$ cat src/rtl/tc2sm_seq.sv
`default_nettype none
// ============================================================================
// Module   : tc2sm_seq
// Purpose  : Multicycle two's-complement to sign-magnitude decoder. Negates a
//            negative operand CHUNK bits per cycle (LSB chunk first) using a
//            registered carry, so no full-width incrementer is needed.
//            Latency is WIDTH/CHUNK cycles regardless of the data.
// Ports    : clk, reset (sync, active-high), Flush (sync abort)
//            InValid/InReady, A, Signed         -- operand side
//            OutValid/OutReady, Mag, Sign,
//            Zero, MinNeg                       -- result side
// Revision : 1.0 - initial release
// ============================================================================
module tc2sm_seq #(
  parameter int WIDTH = 32,
  parameter int CHUNK = 8
) (
  input  logic             clk,
  input  logic             reset,
  input  logic             Flush,
  input  logic             InValid,
  output logic             InReady,
  input  logic [WIDTH-1:0] A,
  input  logic             Signed,
  output logic             OutValid,
  input  logic             OutReady,
  output logic [WIDTH-1:0] Mag,
  output logic             Sign,
  output logic             Zero,
  output logic             MinNeg
);

  localparam int c_N     = WIDTH / CHUNK;
  localparam int c_IDX_W = (c_N > 1) ? $clog2(c_N) : 1;

  localparam logic [1:0] c_IDLE = 2'd0;
  localparam logic [1:0] c_BUSY = 2'd1;
  localparam logic [1:0] c_DONE = 2'd2;

  localparam logic [c_IDX_W-1:0] c_LAST   = c_IDX_W'(c_N - 1);
  localparam logic [WIDTH-1:0]   c_MINNEG = {1'b1, {(WIDTH-1){1'b0}}};

  logic [1:0]         state_q,  state_d;
  logic [c_IDX_W-1:0] idx_q,    idx_d;
  logic               carry_q,  carry_d;
  logic [WIDTH-1:0]   mag_q,    mag_d;
  logic               sign_q,   sign_d;
  logic               zero_q,   zero_d;
  logic               minneg_q, minneg_d;

  logic [CHUNK-1:0]   w_chunk;
  logic [CHUNK:0]     w_sum;

  always_comb begin
    state_d  = state_q;
    idx_d    = idx_q;
    carry_d  = carry_q;
    mag_d    = mag_q;
    sign_d   = sign_q;
    zero_d   = zero_q;
    minneg_d = minneg_q;

    // One slice of the ~x + 1 negation; the carry ripples between cycles.
    w_chunk = mag_q[idx_q*CHUNK +: CHUNK];
    w_sum   = {1'b0, ~w_chunk} + {{CHUNK{1'b0}}, carry_q};

    case (state_q)
      c_IDLE: begin
        if (InValid) begin
          mag_d    = A;
          sign_d   = Signed & A[WIDTH-1];
          minneg_d = Signed & (A == c_MINNEG);
          zero_d   = 1'b0;
          idx_d    = '0;
          carry_d  = 1'b1;
          state_d  = c_BUSY;
        end
      end
      c_BUSY: begin
        // Non-negative operands still take N cycles so timing is data-independent.
        if (sign_q) begin
          mag_d[idx_q*CHUNK +: CHUNK] = w_sum[CHUNK-1:0];
          carry_d                     = w_sum[CHUNK];
        end
        idx_d = idx_q + c_IDX_W'(1);
        if (idx_q == c_LAST) begin
          zero_d  = (mag_d == '0);
          state_d = c_DONE;
        end
      end
      c_DONE: begin
        if (OutReady) begin
          state_d = c_IDLE;
        end
      end
      default: begin
        state_d = c_IDLE;
      end
    endcase

    // Abort overrides everything; result registers are left as don't-care.
    if (Flush) begin
      state_d = c_IDLE;
    end
  end

  always_ff @(posedge clk) begin
    if (reset) begin
      state_q  <= c_IDLE;
      idx_q    <= '0;
      carry_q  <= 1'b0;
      mag_q    <= '0;
      sign_q   <= 1'b0;
      zero_q   <= 1'b0;
      minneg_q <= 1'b0;
    end else begin
      state_q  <= state_d;
      idx_q    <= idx_d;
      carry_q  <= carry_d;
      mag_q    <= mag_d;
      sign_q   <= sign_d;
      zero_q   <= zero_d;
      minneg_q <= minneg_d;
    end
  end

  assign InReady  = (state_q == c_IDLE);
  assign OutValid = (state_q == c_DONE);
  assign Mag      = mag_q;
  assign Sign     = sign_q;
  assign Zero     = zero_q;
  assign MinNeg   = minneg_q;

endmodule
`default_nettype wire

$ cat config.mk
export PLATFORM = sky130hd
export DESIGN_NAME = tc2sm_seq
export DESIGN_NICKNAME = d
export VERILOG_FILES = /design/src/rtl/tc2sm_seq.sv
export SDC_FILE = /design/constraint.sdc
export NUM_CORES = 1
export LEC_CHECK = 0
export BUFFER_PORTS_ARGS = -buffer_cell sky130_fd_sc_hd__buf_4
export CORE_MARGIN = 1
export CORE_UTILIZATION = 50
export CTS_CLUSTER_SIZE = 40
export DETAILED_ROUTE_END_ITERATION = 8
export PLACE_DENSITY = 0.75
export SLEW_MARGIN = 15
export SYNTH_ARGS = -nofsm -noshare
export SYNTH_HDL_FRONTEND = slang
export SYNTH_SLANG_ARGS = --single-unit
$ cat constraint.sdc
create_clock -name clk -period 6.3 [get_ports clk]
set_input_delay 1.26 -clock clk [delete_from_list [all_inputs] [get_ports clk]]
set_output_delay 1.26 -clock clk [all_outputs]
set_load 0.01 [all_outputs]
==> metrics <==
status complete, no violations; Worst EP required approximately 6.5 ns; antenna cells 0; DRC 0; register area share after synthesis 0.282; clock latency on the worst-skew pair about 0.3 ns; worst hold margin roughly 0.47 ns; Hold Violations, Final 0; CP cell instances mux4_1 > inv_1 > ha_1 > inv_1 > or4_1 > or3_4 > a32o_2 > a221oi_2 > nand4b_1 > o21ai_1; total power roughly 0.00073 W; Die X about 77 um; GR Util All Layers 0.356; Adder-Cell Fraction of Synth Area 0.0353; main flop type after synthesis dfxtp_1; setup TNS 0 ns; Tightest Pin Transition 0.801 ns; post-CTS setup buffer count 0; syn_nets 400; core area around 5500 um2; vias 3254; fin crit share 0.539; Worst Clk Skew approximately 0.0024 ns; htree depth 2; Power Density a little over 200 nW/um2; vias in the first global route 2984; Cells after Synth between 300 and 400; post-synth cell types 53; min cycle time layout roughly 3.4 ns; Synth warnings 0; syn_area_per_cell between 8 and 9 um2; final WL between 10000 and 15000 um; chip height around 77 um; number of CTS-inserted buffers 5; drt pass-1 iters 7; Final HPWL DP around 7500 um; Synth Area in Simple Gates 0.262; Initial DRC Count ~300; Peak Freq between 200 and 300 MHz; Setup crit end kind flop; largest net degree at the start of global routing 39; cell count after placement between 400 and 500; Port Buffers 74; Slew HR 0.464; CTS tree done; #FFs+latches synth 40; Area Growth Syn to Fin 23.8%; crit path max fanout 18; most frequent cells in the layout buf_4 (79), nand2_1 (55), dfxtp_1 (40); antenna violations before repair 0; Static Leak 1.42 nW; routed len/inst roughly 22 um; commonest non-fill, non-tap cell in the layout buf_4; Resized cells post-CTS 0; largest family of logic cells by synthesized area compound AO/OA/AOI/OAI gates; max_cap viols 0; Routability Congestion 0.999; grt ovf 0; layout cells sized above 1 0.232; count of flip-flops with a built-in enable after synthesis 0; Post-Synth XOR/XNOR Area 0.0154; clock sink count 40; worst vdd ir about 0.00011 V; clock root cell clkbuf_8; starting density of the core 0.519; Slew Limit Fails 0; Crit path buffers/inverters 2; WS Path Type reg -> reg; Worst-path clk slew about 0.080 ns; mux cell area share after synthesis 0.0829; Worst Path Arrival roughly 3.6 ns; antenna viol nets, final 0; Die ar. 5980 um2; Setup Viol. Count Final 0; CP Launch Type flop; RSZ-0062 raised after global routing false; FFs w/ async S/R, synth 0; routed vias/inst 6.71; min-delay worst type reg -> reg; max incr delay on CP around 0.80 ns; first-pass GRT wire length around 16000 um; Synth Area in Compound Gates 0.265; FP Rows 27; Post-CTS Hold Buffers 0; IO Count between 70 and 80; slowest cell on the critical path dfxtp_1; Final Net Count between 400 and 500; non-filler cells in the finished layout a little under 500; cell family with most CP delay simple AND/OR/NAND/NOR gates; Clock Path Buffers 2; most used cell, CP inv_1; cell area after synthesis approximately 2800 um2
[area by class of cell]
cell class / count / area (um2)
Fill cell: 503 / 1960
Multi-Input combinational cell: 278 / 1880
Sequential cell: 40 / 801
Timing Repair Buffer: 79 / 593
Clock buffer: 7 / 96.3
Tap cell: 72 / 90.1
Clock inverter: 1 / 30.0
Inverter: 8 / 30.0
[synthesized netlist by cell type (3+ instances only)]
library cell | number | area share
nand2_1 | 55 | 0.073
dfxtp_1 | 40 | 0.28
nor2_1 | 29 | 0.038
a21oi_1 | 19 | 0.033
clkbuf_1 | 18 | 0.024
a22oi_1 | 16 | 0.042
a221oi_1 | 13 | 0.040
nor3_1 | 11 | 0.019
nand3_1 | 10 | 0.018
o21ai_0 | 10 | 0.018
and3_1 | 8 | 0.018
ha_1 | 8 | 0.035
inv_1 | 8 | 0.011
nor4_1 | 8 | 0.018
a311oi_1 | 7 | 0.022
and2_1 | 7 | 0.015
mux4_1 | 6 | 0.056
o31ai_1 | 6 | 0.016
a221o_1 | 5 | 0.018
a22o_1 | 5 | 0.015
xnor2_1 | 5 | 0.015
a211oi_1 | 4 | 0.011
buf_2 | 4 | 0.0071
nand2b_1 | 4 | 0.0088
nand4_1 | 4 | 0.0088
a32oi_1 | 3 | 0.0093
buf_1 | 3 | 0.0040
nor2b_1 | 3 | 0.0066
nor3b_1 | 3 | 0.0079
o211ai_1 | 3 | 0.0079
[per-stage QoR]
stage	utilization	cell area [um2]	worst slack (ns)
after CTS	0.642	3520	2.93
after floorplan	-	2840	3.28
after global placement	0.619	3390	3.00
after global routing	0.642	3520	2.70
after detailed placement	0.619	3390	2.96
final	0.642	3520	2.90
[per-layer routing]
layer,part of all wire,GRT usage
met1,0.42,0.485
met2,0.44,0.544
met3,0.12,0.0918
met4,0.019,0.119
met5,0,0
[sequential cells by signal (all words and copies together), names as in the netlist]
register,count
Mag,32
idx_q,2
state_q,2
MinNeg,1
Sign,1
Zero,1
carry_q,1
[worst reg2reg max path, delay by kind of cell (launching register included)]
| family | cells | cell delay (ns) |
|---|---|---|
| buffers and inverters | 2 | 0.14 |
| AOI/OAI and AO/OA | 3 | 0.58 |
| muxes | 1 | 0.63 |
| and+or+nand+nor | 3 | 1.03 |
| adders and majority gates | 1 | 0.16 |
| DFF | 1 | 0.80 |
[path summary, 6_finish.rpt]
path | slack, ns | cells past startpoint | end | startpoint
max | 2.90 | 10 | Zero | idx_q[0]
max reg2reg | 2.90 | 10 | Zero | idx_q[0]
min | 0.47 | 2 | Zero | Zero
min reg2reg | 0.47 | 2 | Zero | Zero
[where the power goes]
part	leakage, nW	switching, W	internal [W]
logic	1.03	0.000104	0.0000891
registers	0.329	0.0000279	0.000269
clock network	0.0645	0.000100	0.000140
[cell families (layout without fill, tap and decap cells)]
group                      Yosys count  count (layout)
xor gates and xnor gates             5               5
AOI/OAI and AO/OA                  102             102
muxes                               11              11
buffers and inverters               36              95
DFF                                 40              40
and+or+nand+nor                    152             152
adders and majority gates            8               8
Note: power is estimated with default switching activity, not from simulation.
